<file path="src/rtl/maq_mh.sv">
// Minutes/hours BCD counter with manual time-set mode.
// Advances HH:MM on each incoming minute pulse and flags the 23:59 -> 00:00 day rollover.
module maq_mh #(
    parameter int HORA_INI = 0,
    parameter int MIN_INI  = 0
) (
    input  logic       clk,
    input  logic       rst,
    input  logic       incrementa_minuto,
    input  logic       modo_ajuste,
    input  logic       btn_sel,
    input  logic       btn_inc,
    output logic [3:0] bcd_m_lsd,
    output logic [2:0] bcd_m_msd,
    output logic [3:0] bcd_h_lsd,
    output logic [1:0] bcd_h_msd,
    output logic       incrementa_dia,
    output logic [1:0] campo_sel
);

    typedef enum logic [1:0] {
        NORMAL      = 2'b00,
        AJUSTE_MIN  = 2'b01,
        AJUSTE_HORA = 2'b10,
        INVALIDO    = 2'b11
    } estado_t;

    localparam logic [3:0] M_LSD_INI = 4'(MIN_INI % 10);
    localparam logic [2:0] M_MSD_INI = 3'(MIN_INI / 10);
    localparam logic [3:0] H_LSD_INI = 4'(HORA_INI % 10);
    localparam logic [1:0] H_MSD_INI = 2'(HORA_INI / 10);

    estado_t    state_reg, state_next;
    logic [3:0] m_lsd_reg, m_lsd_next;
    logic [2:0] m_msd_reg, m_msd_next;
    logic [3:0] h_lsd_reg, h_lsd_next;
    logic [1:0] h_msd_reg, h_msd_next;
    logic       dia_reg, dia_next;

    // Wrapped +1 of each field, shared by counting and by set mode
    logic       m_lsd_wrap, min_wrap, h_lsd_wrap, hora_wrap;
    logic [3:0] m_lsd_inc;
    logic [2:0] m_msd_inc;
    logic [3:0] h_lsd_inc;
    logic [1:0] h_msd_inc;

    always_comb begin
        m_lsd_wrap = (m_lsd_reg == 4'd9);
        min_wrap   = m_lsd_wrap && (m_msd_reg == 3'd5);
        h_lsd_wrap = (h_lsd_reg == 4'd9);
        hora_wrap  = (h_msd_reg == 2'd2) && (h_lsd_reg == 4'd3);

        m_lsd_inc = m_lsd_wrap ? 4'd0 : m_lsd_reg + 4'd1;
        if (min_wrap)
            m_msd_inc = 3'd0;
        else if (m_lsd_wrap)
            m_msd_inc = m_msd_reg + 3'd1;
        else
            m_msd_inc = m_msd_reg;

        h_lsd_inc = (hora_wrap || h_lsd_wrap) ? 4'd0 : h_lsd_reg + 4'd1;
        if (hora_wrap)
            h_msd_inc = 2'd0;
        else if (h_lsd_wrap)
            h_msd_inc = h_msd_reg + 2'd1;
        else
            h_msd_inc = h_msd_reg;
    end

    always_comb begin
        state_next = state_reg;
        m_lsd_next = m_lsd_reg;
        m_msd_next = m_msd_reg;
        h_lsd_next = h_lsd_reg;
        h_msd_next = h_msd_reg;
        dia_next   = 1'b0;

        case (state_reg)
            NORMAL: begin
                // A minute pulse arriving with the mode request is still counted
                if (incrementa_minuto) begin
                    m_lsd_next = m_lsd_inc;
                    m_msd_next = m_msd_inc;
                    if (min_wrap) begin
                        h_lsd_next = h_lsd_inc;
                        h_msd_next = h_msd_inc;
                        dia_next   = hora_wrap;
                    end
                end
                if (modo_ajuste)
                    state_next = AJUSTE_MIN;
            end
            AJUSTE_MIN: begin
                if (!modo_ajuste) begin
                    state_next = NORMAL;
                end else begin
                    if (btn_inc) begin
                        m_lsd_next = m_lsd_inc;
                        m_msd_next = m_msd_inc;
                    end
                    if (btn_sel)
                        state_next = AJUSTE_HORA;
                end
            end
            AJUSTE_HORA: begin
                if (!modo_ajuste) begin
                    state_next = NORMAL;
                end else begin
                    if (btn_inc) begin
                        h_lsd_next = h_lsd_inc;
                        h_msd_next = h_msd_inc;
                    end
                    if (btn_sel)
                        state_next = AJUSTE_MIN;
                end
            end
            default: state_next = NORMAL;
        endcase
    end

    always_ff @(posedge clk) begin
        if (!rst) begin
            state_reg <= NORMAL;
            m_lsd_reg <= M_LSD_INI;
            m_msd_reg <= M_MSD_INI;
            h_lsd_reg <= H_LSD_INI;
            h_msd_reg <= H_MSD_INI;
            dia_reg   <= 1'b0;
        end else begin
            state_reg <= state_next;
            m_lsd_reg <= m_lsd_next;
            m_msd_reg <= m_msd_next;
            h_lsd_reg <= h_lsd_next;
            h_msd_reg <= h_msd_next;
            dia_reg   <= dia_next;
        end
    end

    assign bcd_m_lsd      = m_lsd_reg;
    assign bcd_m_msd      = m_msd_reg;
    assign bcd_h_lsd      = h_lsd_reg;
    assign bcd_h_msd      = h_msd_reg;
    assign incrementa_dia = dia_reg;
    assign campo_sel      = state_reg;

endmodule

</file>
<file path="config.mk">
export PLATFORM = sky130hd
export DESIGN_NAME = maq_mh
export DESIGN_NICKNAME = d
export VERILOG_FILES = /design/src/rtl/maq_mh.sv
export SDC_FILE = /design/constraint.sdc
export NUM_CORES = 1
export LEC_CHECK = 0
export CAP_MARGIN = 10
export CORE_ASPECT_RATIO = 0.7
export CORE_MARGIN = 10
export CORE_UTILIZATION = 30
export DETAILED_ROUTE_END_ITERATION = 8
export PLACE_DENSITY = 0.54
export REMOVE_ABC_BUFFERS = 1
export SLEW_MARGIN = 0
export SYNTH_ARGS = -nofsm -noshare
export SYNTH_HDL_FRONTEND = slang
export SYNTH_SLANG_ARGS = --single-unit
</file>
<file path="constraint.sdc">
create_clock -name clk -period 2.22 [get_ports clk]
set_clock_uncertainty 0.1 [all_clocks]
set_input_delay 0.555 -clock clk [delete_from_list [all_inputs] [get_ports clk]]
set_output_delay 0.555 -clock clk [all_outputs]
set_load 0.01 [all_outputs]
</file>
**After elaboration in Yosys (flattened, before gate mapping)**

Index checks and enable logic that the tools add are counted.

- Register bits after elaboration: 16
- Bits in latches: 0
- Bits in writable memories: 0
- Memory bits (read-only): 0
- Input bits: 6
- Output and inout bits: 16
- Word-level logic and storage cells: 66
- Memories: 0

- Add/subtract/negate cells: 4
- Multipliers: 0
- Divide/modulo/power cells: 0
- $lt $le $gt $ge: 0
- Equal/unequal tests: 16
- Shift-type cells: 0
- Mux-type cells: 30
- Bitwise logic cells: 0
- Reductions and logical operators: 10

Operator list:

| kind | number |
|---|---|
| 4-bit two-way mux | 9 |
| 2-bit two-way mux | 11 |
| 4-bit one-hot mux with 2 select lines | 2 |
| 3-bit two-way mux | 5 |
| 2-bit inequality test, second input constant | 7 |
| 4-bit by 1-bit adder with 4-bit output, second input constant | 2 |
| 4-bit == test, second input constant | 2 |
| 4-bit AND reduction | 2 |
| 3-bit inequality test, second input constant | 2 |
| 2-bit one-hot mux with 3 select lines | 1 |
| 3-bit one-hot mux with 2 select lines | 1 |
| 5-bit AND reduction | 1 |
| 2-bit == test, second input constant | 2 |
| 4-bit by 2-bit == test with 1-bit output, second input constant | 1 |
| 2-bit one-hot mux with 2 select lines | 1 |
| 2-bit nonzero test | 2 |
| 3-bit by 1-bit adder with 3-bit output, second input constant | 1 |
| 3-bit == test, second input constant | 1 |
| 3-bit AND reduction | 1 |
| 2-bit by 1-bit adder with 2-bit output, second input constant | 1 |
| 2-bit by 1-bit == test with 1-bit output, second input constant | 1 |
| 1-bit logical AND | 2 |
| 2-bit zero test | 1 |
| 1-bit logical OR | 1 |

**Depth between registers and ports, before layout**

Gate-level depths: netlist of the first run.

- Depth after elaboration: 7
- Gate-level depth with buffers: 6
- Depth with buffers taken out: 6

**Worst setup path before layout of the first run**

OpenSTA, ideal clock, no wires.

- Path type: register to register
- From: reg m_msd_reg[0] (netlist: bcd_m_msd[0])
- To: reg h_lsd_reg[3] (netlist: bcd_h_lsd[3])
- Library setup time: 70 ps
- Data arrival time: 1543 ps
- Setup slack: 506 ps
- Stages on the path, launching flop included: 6
- Path buffers: 0
- Period minus slack after synthesis: 1714 ps
- Cells stage by stage: dfxtp_1 ha_1 and2_1 a41oi_4 or4_1 a21oi_1

- Longest elaborated chain between the ends: 4

Ends and longest elaborated chain:

| item | line | source |
|---|---|---|
| from (decl) | 35 | `logic [2:0] m_msd_reg, m_msd_next;` |
| from (signal assigned) | 132 | `m_msd_reg <= m_msd_next;` |
| 3-bit == test | 49 | `min_wrap = m_lsd_wrap && (m_msd_reg == 3'd5);` |
| 1-bit logical AND | 49 |  |
| 2-bit inequality test (no source line) | n/a |  |
| 5-bit AND reduction (no source line) | n/a |  |
| to (signal assigned) | 133 | `h_lsd_reg <= h_lsd_next;` |
| to (decl) | 36 | `logic [3:0] h_lsd_reg, h_lsd_next;` |

Every way passes these cells.
A chain may end at the register's enable or synchronous reset.

**Worst setup path in the final report of the first run**

- From: reg state_reg[0] (netlist: campo_sel[0])
- To: out campo_sel[0]

RTL lines:

| item | line | source |
|---|---|---|
| from (decl) | 33 | `estado_t state_reg, state_next;` |
| from (signal assigned) | 130 | `state_reg <= state_next;` |
| to (decl) | 18 | `output logic [1:0] campo_sel` |

No word-level cell between the ends.

==> flow_results.org, run 1 <==
** STA
- Worst-case headroom to the max-slew limit :: 0.7400
- In the finished design, the share of the clock period the worst path needs comes to 0.8978.
- Setup total negative slack on the finished layout was measured at 0 ps.
- Unrepaired setup endpoints after global routing :: false
- Derived from the worst setup path, the maximum achievable clock frequency is 0.5017 GHz.
- Clock period minus final worst setup slack :: 1993 ps
- At the pin with the least slew margin, the transition time is 388.2 ps.
- Final Hold Vio Count :: 0
- Setup violations remaining at the end of the flow were counted as 0.
- The final count of pins violating max slew came to 0.
- Worst setup margin :: 226.9 ps

** Critical path
- Reg2Reg Depth :: 5
- Critical path's slowest cell :: sky130_fd_sc_hd__clkdlybuf4s50_1
- Setup crit end kind :: output port
- Worst Setup Start Kind :: register
- The endpoint identified for the worst register-to-register timing path is bcd_h_lsd[0]$_SDFFE_PN0P_.
- Worst Path Buf+Inv :: 1
- In this design, the stage delay of the slowest critical-path cell is 610 ps.
- Cell-by-cell listing of the critical path :: clkdlybuf4s50_1
- At the worst endpoint, the arrival time is 1340 ps.
- Endpoint of the most critical setup path :: campo_sel[0]
- Setup slack on the worst reg-to-reg path comes out at 410 ps.
- Logic depth of the worst path, buffers included :: 1
- CP Launch Point :: campo_sel[0]$_SDFFE_PN0P_
- Crit path max-delay family :: buffers and inverters
- Of all nets on the critical path, the largest fanout is 9.
- In this run the critical register-to-register path is launched from bcd_h_lsd[0]$_SDFFE_PN0P_.
- By startpoint and endpoint, the worst setup path is classified as register to output port.
- For the worst setup path, the data required time is 1560 ps.

** Placed design
- After legalization and detailed placement, the total HPWL measured 1807 um.
- Input and output buffers added on the ports amount to 21.
- After detailed placement, the total cell area comes to 0.001187 sq mm.
- Final weighted congestion in routability-driven placement :: 0.8595
- At the placement stage, the worst setup path has a slack of 30.25 ps.

** GRT
- The number of antenna violations at the first check in global routing is 0.
- The via count of the first global-routing pass is 826.
- The first global-routing pass estimated 3898 um of wire.
- In the global route stage, overall resource usage came out at 0.08306.
- Overflow left after global routing :: 0
- Entering global routing, the biggest net connects 10 pins.

** Run status
- Run status :: finished clean

** Yosys
- Portion of the post-synthesis area used by sequential elements :: 0.3551
- Synthesized area :: 902.1 sq um
- The Yosys step of the flow raised 0 warnings.
- Synthesized instance count :: 105
- Counting flops and latches in the post-synthesis netlist gives 16.
- Dividing the synthesized area by the synthesized cell count gives 8.592 sq um.
- Unique cell type count in the Yosys netlist :: 36

** Clock tree
- Setup fix buffers added after clock tree synthesis :: 0
- The tree is rooted in a sky130_fd_sc_hd__clkbuf_8.
- The longest clock path from root to sink contains 2 buffers.
- TritonCTS built the clock tree.
- Worst skew pair latency :: 250 ps
- The clock net in this run drives a total of 16 sinks.
- Clock-pin slew was measured on the worst setup and hold paths at 70 ps.
- Count of hold buffers inserted by post-cts repair :: 0
- Clock buffer count from CTS :: 3
- Post-CTS resize count :: 0
- CTS built an H-tree with a depth of 1.

** Cells and area
- Top library cells by usage in the layout, fill and taps aside :: sky130_fd_sc_hd__clkdlybuf4s50_1, sky130_fd_sc_hd__dfxtp_1, sky130_fd_sc_hd__a21oi_1
- Post-Route Utilization :: 0.4371
- The number of antenna diodes in the final layout is 0.
- Most common cell after layout, fill and taps aside :: sky130_fd_sc_hd__clkdlybuf4s50_1
- The area growth from synthesis to layout is 37.73%.
- Number of fillers in the final layout :: 289
- Total area of multi-input combinational cells :: 544.3 sq um
- Of the cells placed in the final design, the portion with a size suffix greater than 1 is 0.1053.
- Footprint of the flip-flops and latches :: 320.3 sq um
- The net count of the finished layout is 144.
- The finished cells cover 0.001242 sq mm.

** Route
- Post-detailed-routing wire length :: 2264 um
- In this run the remaining antenna-violating nets after routing total 0.
- The detailed router finished its first iteration with 34 violations.
- Number of DRC violations after detailed routing :: 0
- Average vias per placed instance :: 5.012
- In the final routed layout, each cell accounts on average for 13.40 um.
- Initial DRT Pass Iterations :: 4
- The final route contains 847 vias.

** Hold path
- Hold Path Origin :: bcd_h_msd[1]$_SDFFE_PN0P_
- The tightest min-delay check is of the register to register type.

** Floorplan
- Site row count :: 16
- Measured along the y axis, the die boundary spans 65.88 um.
- In this run the standard cell core region covers 0.002843 sq mm.
- The die covers 0.005635 sq mm.
- Die boundary width :: 85.54 um
- The initial utilization of the core area, before any placement, comes to 0.3173.
- In this run the count of I/O pins placed on the die edge is 22.

** Power
- IR analysis of the VDD net gives a maximum drop of 0.3077 mV.
- Cell area power density :: 507.2 mW/mm^2
- For this design the static power due to leakage is 0.4442 nW.
- Summing internal, switching and leakage power gives 630.2 uW.

** Job
- Number of maximum-capacitance constraint violations :: 0
-- sequential cells by signal, summed over array words and instances, names as in the netlist --
register	cells
incrementa_dia	1
bcd_m_lsd	4
bcd_h_msd	2
bcd_h_lsd	4
bcd_m_msd	3
campo_sel	2
-- synthesized netlist by cell type --
library cell	instances	area share
sky130_fd_sc_hd__a21boi_1	1	0.0083
sky130_fd_sc_hd__nor2b_1	5	0.035
sky130_fd_sc_hd__o21ai_0	5	0.028
sky130_fd_sc_hd__or3_1	1	0.0069
sky130_fd_sc_hd__mux2i_1	1	0.011
sky130_fd_sc_hd__nand3_1	5	0.028
sky130_fd_sc_hd__xnor2_1	1	0.0097
sky130_fd_sc_hd__and3_1	3	0.021
sky130_fd_sc_hd__o211ai_1	1	0.0083
sky130_fd_sc_hd__dfxtp_1	16	0.36
sky130_fd_sc_hd__nor4_1	2	0.014
sky130_fd_sc_hd__a21oi_1	14	0.078
sky130_fd_sc_hd__nand3b_1	1	0.0083
sky130_fd_sc_hd__nor2_1	5	0.021
sky130_fd_sc_hd__nor3_1	1	0.0055
sky130_fd_sc_hd__nand4_1	3	0.021
sky130_fd_sc_hd__and2b_1	1	0.0083
sky130_fd_sc_hd__a41o_1	1	0.011
sky130_fd_sc_hd__nand2_1	4	0.017
sky130_fd_sc_hd__and4bb_2	1	0.014
sky130_fd_sc_hd__or3b_1	1	0.0097
sky130_fd_sc_hd__a31o_2	2	0.019
sky130_fd_sc_hd__o41ai_1	2	0.019
sky130_fd_sc_hd__nand2b_1	2	0.014
sky130_fd_sc_hd__o21a_1	2	0.017
sky130_fd_sc_hd__inv_1	8	0.033
sky130_fd_sc_hd__and2_1	2	0.014
sky130_fd_sc_hd__ha_1	4	0.055
sky130_fd_sc_hd__a41oi_4	1	0.031
sky130_fd_sc_hd__o32ai_1	1	0.0097
sky130_fd_sc_hd__or4_1	2	0.017
sky130_fd_sc_hd__o31ai_1	1	0.0083
sky130_fd_sc_hd__a21boi_0	1	0.0083
sky130_fd_sc_hd__nor3b_4	1	0.021
sky130_fd_sc_hd__clkbuf_1	2	0.0083
sky130_fd_sc_hd__a21o_1	1	0.0083
-- layer usage --
layer / track usage / vias up / part of all wire
met2: 0.1334 / 25 / 0.43
met5: 0 / - / 0
met1: 0.09979 / 373 / 0.49
met4: 0.02459 / 0 / 0.012
met3: 0.03325 / 2 / 0.071
li1: - / 447 / -
-- how the worst min path moves through the flow --
stage                                           end  cells past startpoint
after global placement    bcd_m_msd[2]$_SDFFE_PN0P_                      2
after global routing      bcd_h_msd[1]$_SDFFE_PN0P_                      2
after detailed placement  bcd_h_msd[1]$_SDFFE_PN0P_                      2
after CTS                 bcd_h_msd[1]$_SDFFE_PN0P_                      2
after floorplan           bcd_h_msd[1]$_SDFFE_PN0P_                      2
final                     bcd_h_msd[1]$_SDFFE_PN0P_                      2
-- power breakdown --
group          leakage, nW  switching (mW)  internal (mW)
combinational        0.286          0.0328         0.0361
sequential           0.129         0.00923          0.293
clock               0.0288           0.102          0.157
total                0.444           0.144          0.486
-- final cells by class --
class | count | area share
inverters | 8 | 0.02417
flip-flops and latches | 16 | 0.2578
repair buffers | 26 | 0.1994
clock buffers | 4 | 0.04431
well taps | 36 | 0.03625
multi-input cells | 79 | 0.4381
-- logic make-up after synthesis --
| family | synth area share |
|---|---|
| fa+ha+maj | 0.05548 |
| flops | 0.3551 |
| mux | 0.01110 |
| simple gates | 0.2732 |
| compound gates | 0.2538 |
| xor+xnor | 0.009711 |
| buf+inv | 0.04161 |
-- metrics by stage --
stage	hold slack, ps	cells
3_3_place_gp	388.2	165
6_report	412.6	169
3_5_place_dp	398.2	165
5_1_grt	445.1	169
2_1_floorplan	407.7	103
4_1_cts	416.0	169
(Power assumes the default switching activity.)
==> run 2: changes to the inputs <==
--- a/config.mk
+++ b/config.mk
@@ -10,8 +10,8 @@
 export CORE_MARGIN = 10
 export CORE_UTILIZATION = 30
+export CTS_CLUSTER_SIZE = 20
 export DETAILED_ROUTE_END_ITERATION = 8
 export PLACE_DENSITY = 0.54
 export REMOVE_ABC_BUFFERS = 1
-export SLEW_MARGIN = 0
 export SYNTH_ARGS = -nofsm -noshare
 export SYNTH_HDL_FRONTEND = slang
==> constraint.sdc (replaced) <==
create_clock -name clk -period 2.22 [get_ports clk]
set_clock_uncertainty 0.1 [all_clocks]
set_input_delay 0.222 -clock clk [delete_from_list [all_inputs] [get_ports clk]]
set_output_delay 0.222 -clock clk [all_outputs]
set_load 0.01 [all_outputs]
==> flow_results.org, run 2 (synthesis results as in run 1) <==
** Cells and area
- The number of antenna diodes is 0 (unchanged).
- Final Net Count :: 140 (was 144)
- The most frequent standard cell in the layout excluding fill and tap cells is sky130_fd_sc_hd__clkdlybuf4s50_1 (unchanged).
- The area growth from synthesis to layout came to 32.87% (was 37.73%).
- Layout cell share with drive strength beyond 1 :: 0.07031 (was 0.1053)
- The core occupancy in the finished layout is 0.4217 (was 0.4371).
- Top library cells by usage in the layout, fill and taps aside: sky130_fd_sc_hd__clkdlybuf4s50_1, sky130_fd_sc_hd__dfxtp_1, sky130_fd_sc_hd__a21oi_1 (unchanged).

** STA
- The time the worst path needs with I/O delays and setup was 1827 ps (was 1993 ps).
- Count of final max-slew check failures :: 0 (unchanged)
- Fmax achieved :: 0.5474 GHz (was 0.5017 GHz)
- The final setup violation count was 0 (unchanged).
- The setup TNS after final layout came to 0 ps (unchanged).
- The count of final hold-check violations came to 0 (unchanged).
- The worst slew slack as a fraction of its limit was 0.6784 (was 0.7400).
- Final Cycle Share :: 0.8229 (was 0.8978)
- Unrepaired setup endpoints after global routing: false (unchanged).
- Pin slew with the least headroom to its limit :: 481.4 ps (was 388.2 ps)

** Route
- Total length of routed met3 wires :: 121 um (was 160 um)
- The detailed-route wire length came to 2431 um (was 2264 um).
- Total number of vias :: 849 (was 847)
- Average vias per placed instance :: 5.177 (was 5.012)
- The met2 routed wirelength was 1085 um (was 963 um).
- Initial DRT Pass Iterations :: 4 (unchanged)
- Avg WL per Cell :: 14.82 um (was 13.40 um)
- Highest metal layer with signal wires :: met4 (unchanged)
- DRT antenna net count :: 0 (unchanged)
- 1st-iter DRT viols :: 43 (was 34)
- Routed metal-1 wirelength :: 1196 um (was 1113 um)
- The number of remaining DRC errors is 0 (unchanged).

** GRT
- The total grt overflow is 0 (unchanged).
- The overall fraction of global-route tracks in use came to 0.08607 (was 0.08306).
- Global-route wire length before repair :: 4029 um (was 3898 um)
- Vias in the first global route :: 830 (was 826)
- The largest net degree at the start of global routing is 14 (was 10).
- The number of antenna violations at the first check in global routing came to 0 (unchanged).

** Placed design
- Final weighted congestion in routability-driven placement :: 0.8731 (was 0.8595)
- The number of buffers inserted by port buffering came to 21 (unchanged).
- The placed wire-length estimate after detailed placement came to 1882 um (was 1807 um).

** Floorplan
- The overall die width was 85.54 um (unchanged).
- Site row count :: 16 (unchanged)
- The initial core utilization is 0.3173 (unchanged).
- Height of the die :: 65.88 um (unchanged)
- The die footprint is 0.005635 sq mm (unchanged).
- The area of the core came to 0.002843 sq mm (unchanged).
- Number of ports placed on the die boundary :: 22 (unchanged)

** Clock tree
- Clock buffer count from CTS :: 3 (unchanged)
- Clock-pin slew on the worst setup and hold paths :: 60 ps (was 70 ps)
- Setup fix buffers added after clock tree synthesis :: 0 (unchanged)
- Count of hold buffers inserted by post-cts repair :: 0 (unchanged)
- Number of levels in the clock H-tree :: 1 (unchanged)
- Worst skew pair latency :: 250 ps (about the same)
- The number of clock sinks came to 16 (unchanged).
- Clock root buffer :: sky130_fd_sc_hd__clkbuf_8 (unchanged)
- TritonCTS clock tree :: done (unchanged)
- The number of resized instances in the post-cts repair step is 0 (unchanged).
- The maximum root-to-sink buffer count came to 2 (unchanged).

** Critical path
- Setup crit end kind :: register (was output port)
- Data arrival, critical path :: 1900 ps (was 1340 ps)
- The category of the most critical setup path is register to register (was register to output port).
- Maximum fanout along the worst path :: 6 (was 9)
- Worst Setup Start Kind :: register (unchanged)
- The required time at the endpoint of the critical path came to 2300 ps (was 1560 ps).

** Power
- Cell area power density :: 487.7 mW/mm^2 (was 507.2 mW/mm^2)
- Peak supply drop :: 0.3153 mV (was 0.3077 mV)
- The static power due to leakage was 0.4173 nW (was 0.4442 nW).

** Hold path
- Min-delay worst type :: register to register (unchanged)

** Job
- The number of max-capacitance violations reported came to 0 (unchanged).

** Run status
- Run status :: finished clean (unchanged)
## run 2: changes by cell type in the layout (fill, tap and decap cells not counted), sizes merged
cell,previous run,this run
clkbuf,4,3
buf,5,1
## run 2: worst paths after layout
kind | cells after the start | startpoint | endpoint | slack, ps
max reg2reg | 5 | bcd_m_msd[0]$_SDFFE_PN0P_ | bcd_h_lsd[3]$_SDFFE_PN0P_ | 390
min | 2 | bcd_m_msd[2]$_SDFFE_PN0P_ | bcd_m_msd[2]$_SDFFE_PN0P_ | 400
max | 5 | bcd_m_msd[0]$_SDFFE_PN0P_ | bcd_h_lsd[3]$_SDFFE_PN0P_ | 390
min reg2reg | 2 | bcd_m_msd[2]$_SDFFE_PN0P_ | bcd_m_msd[2]$_SDFFE_PN0P_ | 400
## run 2: final cells by class
cell class / count / area [sq um]
clock buffer: 3 / 41.29
fill: 300 / 1644
inverter: 8 / 30.03
multi-input combinational: 79 / 544.3
sequential: 16 / 320.3
tap: 36 / 45.04
timing repair buffer: 22 / 217.7
## run 2: per-stage QoR
step                      power, mW  cell area (sq um)  instances  hold slack (ps)  setup slack [ps]
after floorplan              0.3375              894.6        103            213.9             505.9
after global placement       0.3717               1157        161            382.7             349.7
after detailed placement     0.3734               1157        161            399.1             313.9
after CTS                    0.5891               1199        164            415.7             376.2
after global routing         0.6071               1199        164            449.1             255.5
final                        0.5846               1199        164            403.9             393.3
## run 2: per-layer routing
layer  track usage  vias to the layer above
li1              -                      436
met1        0.1052                      396
met2        0.1381                       15
met3       0.03202                        2
met4       0.02459                        0
met5             0                        -
## run 2: power breakdown
part / switching, mW / leakage (nW) / internal [mW] / total [mW]
registers: 0.00938 / 0.129 / 0.293 / 0.302
logic: 0.0336 / 0.266 / 0.0312 / 0.0647
clock network: 0.0974 / 0.0216 / 0.120 / 0.218
## run 2: worst max-delay path, stage by stage, from the launching register on
cell,delay [ps]
sky130_fd_sc_hd__dfxtp_1,390
sky130_fd_sc_hd__ha_1,180
sky130_fd_sc_hd__and2_1,270
sky130_fd_sc_hd__a41oi_4,190
sky130_fd_sc_hd__or4_1,500
sky130_fd_sc_hd__a21oi_1,130
==> run 3: changes to the inputs <==
Settings changed: PLACE_DENSITY 0.54 to 0.56.
Clock period 2.22 ns to 1.65 ns, I/O delays scaled along.
==> flow_results.org, run 3 (synthesis results as in run 1) <==
** Run status
- Run status: finished clean (unchanged).

** Route
- The number of nets still failing antenna checks after routing is 0 (unchanged).
- Post-detailed-routing wire length :: 2623 um (was 2431 um)
- Total number of vias :: 945 (was 849)
- Average vias per placed instance :: 4.974 (was 5.177)
- 1st-iter DRT viols :: 32 (was 43)
- The detail-routed net length per standard cell is 13.81 um (was 14.82 um).
- The number of remaining DRC errors is 0 (unchanged).
- Initial DRT Pass Iterations :: 4 (unchanged)

** Critical path
- The family with the most delay on the worst path is simple AND/OR/NAND/NOR gates (unchanged).
- The biggest cell delay along the critical path is 420 ps (was 500 ps).
- Class of the most critical setup path :: register to register (unchanged)
- The capture point of the worst reg-to-reg path is bcd_h_lsd[0]$_SDFFE_PN0P_ (was bcd_h_lsd[3]$_SDFFE_PN0P_).
- Required time at the worst-slack endpoint :: 1730 ps (was 2300 ps)
- Data arrival, critical path :: 1730 ps (was 1900 ps)
- Cell-by-cell listing of the critical path: ha_4 > and4bb_2 > o21a_1 > or4_4 > a21oi_2 (was ha_1 > and2_1 > a41oi_4 > or4_1 > a21oi_1).
- Launch point of the worst reg-to-reg path :: bcd_h_lsd[0]$_SDFFE_PN0P_ (was bcd_m_msd[0]$_SDFFE_PN0P_)
- Maximum fanout along the worst path :: 3 (was 6)
- The worst path buffer plus inverter count is 0 (unchanged).
- Setup crit end kind :: register (unchanged)
- Flop2flop setup slack :: 7 ps (was 390 ps)
- Reg2Reg Depth :: 5 (unchanged)
- Worst Setup Start Kind :: register (unchanged)
- The worst-path cell with the longest stage delay is sky130_fd_sc_hd__or4_4 (was sky130_fd_sc_hd__or4_1).

** Clock tree
- The register clock-pin slew on the reported worst setup and hold paths was 60 ps (about the same).
- Number of clock sinks :: 16 (unchanged)
- The number of H-tree levels came to 1 (unchanged).
- The clock latency at the later pin of the worst-skew pair was 250 ps (about the same).
- Clock buffer count from CTS :: 3 (unchanged)
- The maximum root-to-sink buffer count was 2 (unchanged).
- The master cell of the clock root buffer is sky130_fd_sc_hd__clkbuf_8 (unchanged).
- The CTS tree is done (unchanged).

** Hold path
- The cell depth of the worst min-delay path came to 3 (was 2).
- Min-delay worst type :: primary input to register (was register to register)
- Worst-case hold path end point :: incrementa_dia$_SDFF_PN0_ (was bcd_m_msd[2]$_SDFFE_PN0P_)
- The hold path startpoint was incrementa_minuto (was bcd_m_msd[2]$_SDFFE_PN0P_).

** Placed design
- Total half-perimeter wirelength after legalization and detailed placement :: 1908 um (was 1882 um)
- Number of input and output port buffers inserted :: 21 (unchanged)
- The total placed cells including tap cells is 178 (was 161).
- The routability-driven placement congestion ratio is 0.8186 (was 0.8731).

** Floorplan
- The die outline height was 65.88 um (unchanged).
- The number of standard-cell rows in the floorplan is 16 (unchanged).
- Starting utilization of the core area :: 0.3173 (unchanged)
- Placeable core region :: 0.002843 sq mm (unchanged)
- The top-level I/O count is 22 (unchanged).
- Total Die Area :: 0.005635 sq mm (unchanged)
- Die boundary width :: 85.54 um (unchanged)

** Power
- The static power due to leakage came to 0.5905 nW (was 0.4173 nW).
- Total power of the final layout :: 853.7 uW (was 584.6 uW)
- The power per cell area is 576.3 mW/mm^2 (was 487.7 mW/mm^2).
- The peak supply drop came to 0.3596 mV (was 0.3153 mV).

** STA
- The count of final hold-check violations was 0 (unchanged).
- Unrepaired setup endpoints after global routing :: true (was false)
- Total of endpoints with negative setup slack in the final report :: 0 (unchanged)
- The setup TNS after final layout was 0 ps (unchanged).
- The final count of pins violating max slew was 0 (unchanged).
- The final worst-path cycle share is 0.9958 (was 0.8229).
- Fmax achieved :: 0.6086 GHz (was 0.5474 GHz)
- Clock period minus final worst setup slack :: 1643 ps (was 1827 ps)
- The actual transition at the worst max-transition pin was 367.1 ps (was 481.4 ps).
- Worst-case headroom to the max-slew limit :: 0.7542 (was 0.6784)

** Job
- Number of maximum-capacitance constraint violations :: 0 (unchanged)

** Cells and area
- Area added between synthesis and finish :: 64.22% (was 32.87%)
- The net count of the finished layout was 165 (was 140).
- Top library cells by usage in the layout, fill and taps aside :: sky130_fd_sc_hd__buf_4, sky130_fd_sc_hd__clkdlybuf4s50_1, sky130_fd_sc_hd__a21oi_1 (was sky130_fd_sc_hd__clkdlybuf4s50_1, sky130_fd_sc_hd__dfxtp_1, sky130_fd_sc_hd__a21oi_1)
- The share of cells above drive strength 1 was 0.3701 (was 0.07031).
- Post-route non-filler standard cell count :: 190 (was 164)
- The most frequent standard cell in the layout excluding fill and tap cells was sky130_fd_sc_hd__buf_4 (was sky130_fd_sc_hd__clkdlybuf4s50_1).
- The core occupancy in the finished layout came to 0.5211 (was 0.4217).
- Number of antenna cells inserted :: 0 (unchanged)

** GRT
- The overall fraction of global-route tracks in use is 0.09253 (was 0.08607).
- The largest net degree at the start of global routing came to 11 (was 14).
- Initial antenna violation count :: 0 (unchanged)
- Global-route wire length before repair :: 4333 um (was 4029 um)
- Overflow left after global routing :: 0 (unchanged)
- The via count of the first global-routing pass is 932 (was 830).
-- run 3: cell types whose count changed in the layout (fill, tap and decap cells not counted), moves of 3 or more --
cell                              before  now
sky130_fd_sc_hd__dfxtp_2               0    7
sky130_fd_sc_hd__clkdlybuf4s50_1      21   18
sky130_fd_sc_hd__ha_1                  4    1
sky130_fd_sc_hd__buf_4                 1   26
sky130_fd_sc_hd__dfxtp_1              16    7
-- run 3: per-stage QoR --
step / cell area, sq um / worst slack [ps] / hold slack, ps
after floorplan: 894.6 / -64.06 / 156.9
after global placement: 1285 / -123.2 / 388.8
after detailed placement: 1285 / -172.0 / 387.1
after CTS: 1418 / -5.345 / 393.3
after global routing: 1481 / -28.62 / 227.9
final: 1481 / 6.929 / 208.2
-- run 3: power breakdown --
group	total, mW	internal (mW)	switching (mW)
registers	0.401	0.392	0.00883
clock network	0.349	0.212	0.137
logic	0.105	0.0527	0.0519
-- run 3: cell type report --
type                       instances  area [sq um]
clock buffer                       4         55.05
fill                             255          1361
inverter                           8         30.03
multi-input combinational         79         605.6
sequential                        16         336.6
tap                               36         45.04
timing repair buffer              47         409.1
-- run 3: how the worst max path moves through the flow --
stage                               from                         to  depth (start not counted)
6_report       bcd_h_lsd[0]$_SDFFE_PN0P_  bcd_h_lsd[0]$_SDFFE_PN0P_                          5
4_1_cts        bcd_m_lsd[2]$_SDFFE_PN0P_  bcd_h_lsd[0]$_SDFFE_PN0P_                          4
3_5_place_dp           incrementa_minuto  bcd_m_msd[2]$_SDFFE_PN0P_                          5
5_1_grt        bcd_h_lsd[1]$_SDFFE_PN0P_  bcd_h_lsd[0]$_SDFFE_PN0P_                          5
2_1_floorplan  bcd_m_msd[0]$_SDFFE_PN0P_  bcd_h_lsd[0]$_SDFFE_PN0P_                          5
3_3_place_gp                 modo_ajuste  bcd_h_lsd[3]$_SDFFE_PN0P_                          5
-- run 3: worst min-delay path, cell delays in order --
cell and delay, ps:
sky130_fd_sc_hd__dlymetal6s2s_1 190, sky130_fd_sc_hd__nand4_1 110, sky130_fd_sc_hd__nor4_1 50
-- run 3: layer usage --
metal,vias to the layer above,GRT usage,part of all wire
met5,-,0,0
met4,0,0.03689,0.0065
met3,2,0.04064,0.056
met2,14,0.1381,0.45
met1,437,0.1136,0.48
li1,492,-,-
-- run 3: timing repair --
item	4_1_cts	5_1_grt
endpoints found under the hold margin	0	0
gates resized for setup	17	14
gates cloned	0	0
pin swaps	6	5
buffers inserted	6	2
endpoints found under the setup margin	3	8
hold buffers	0	0
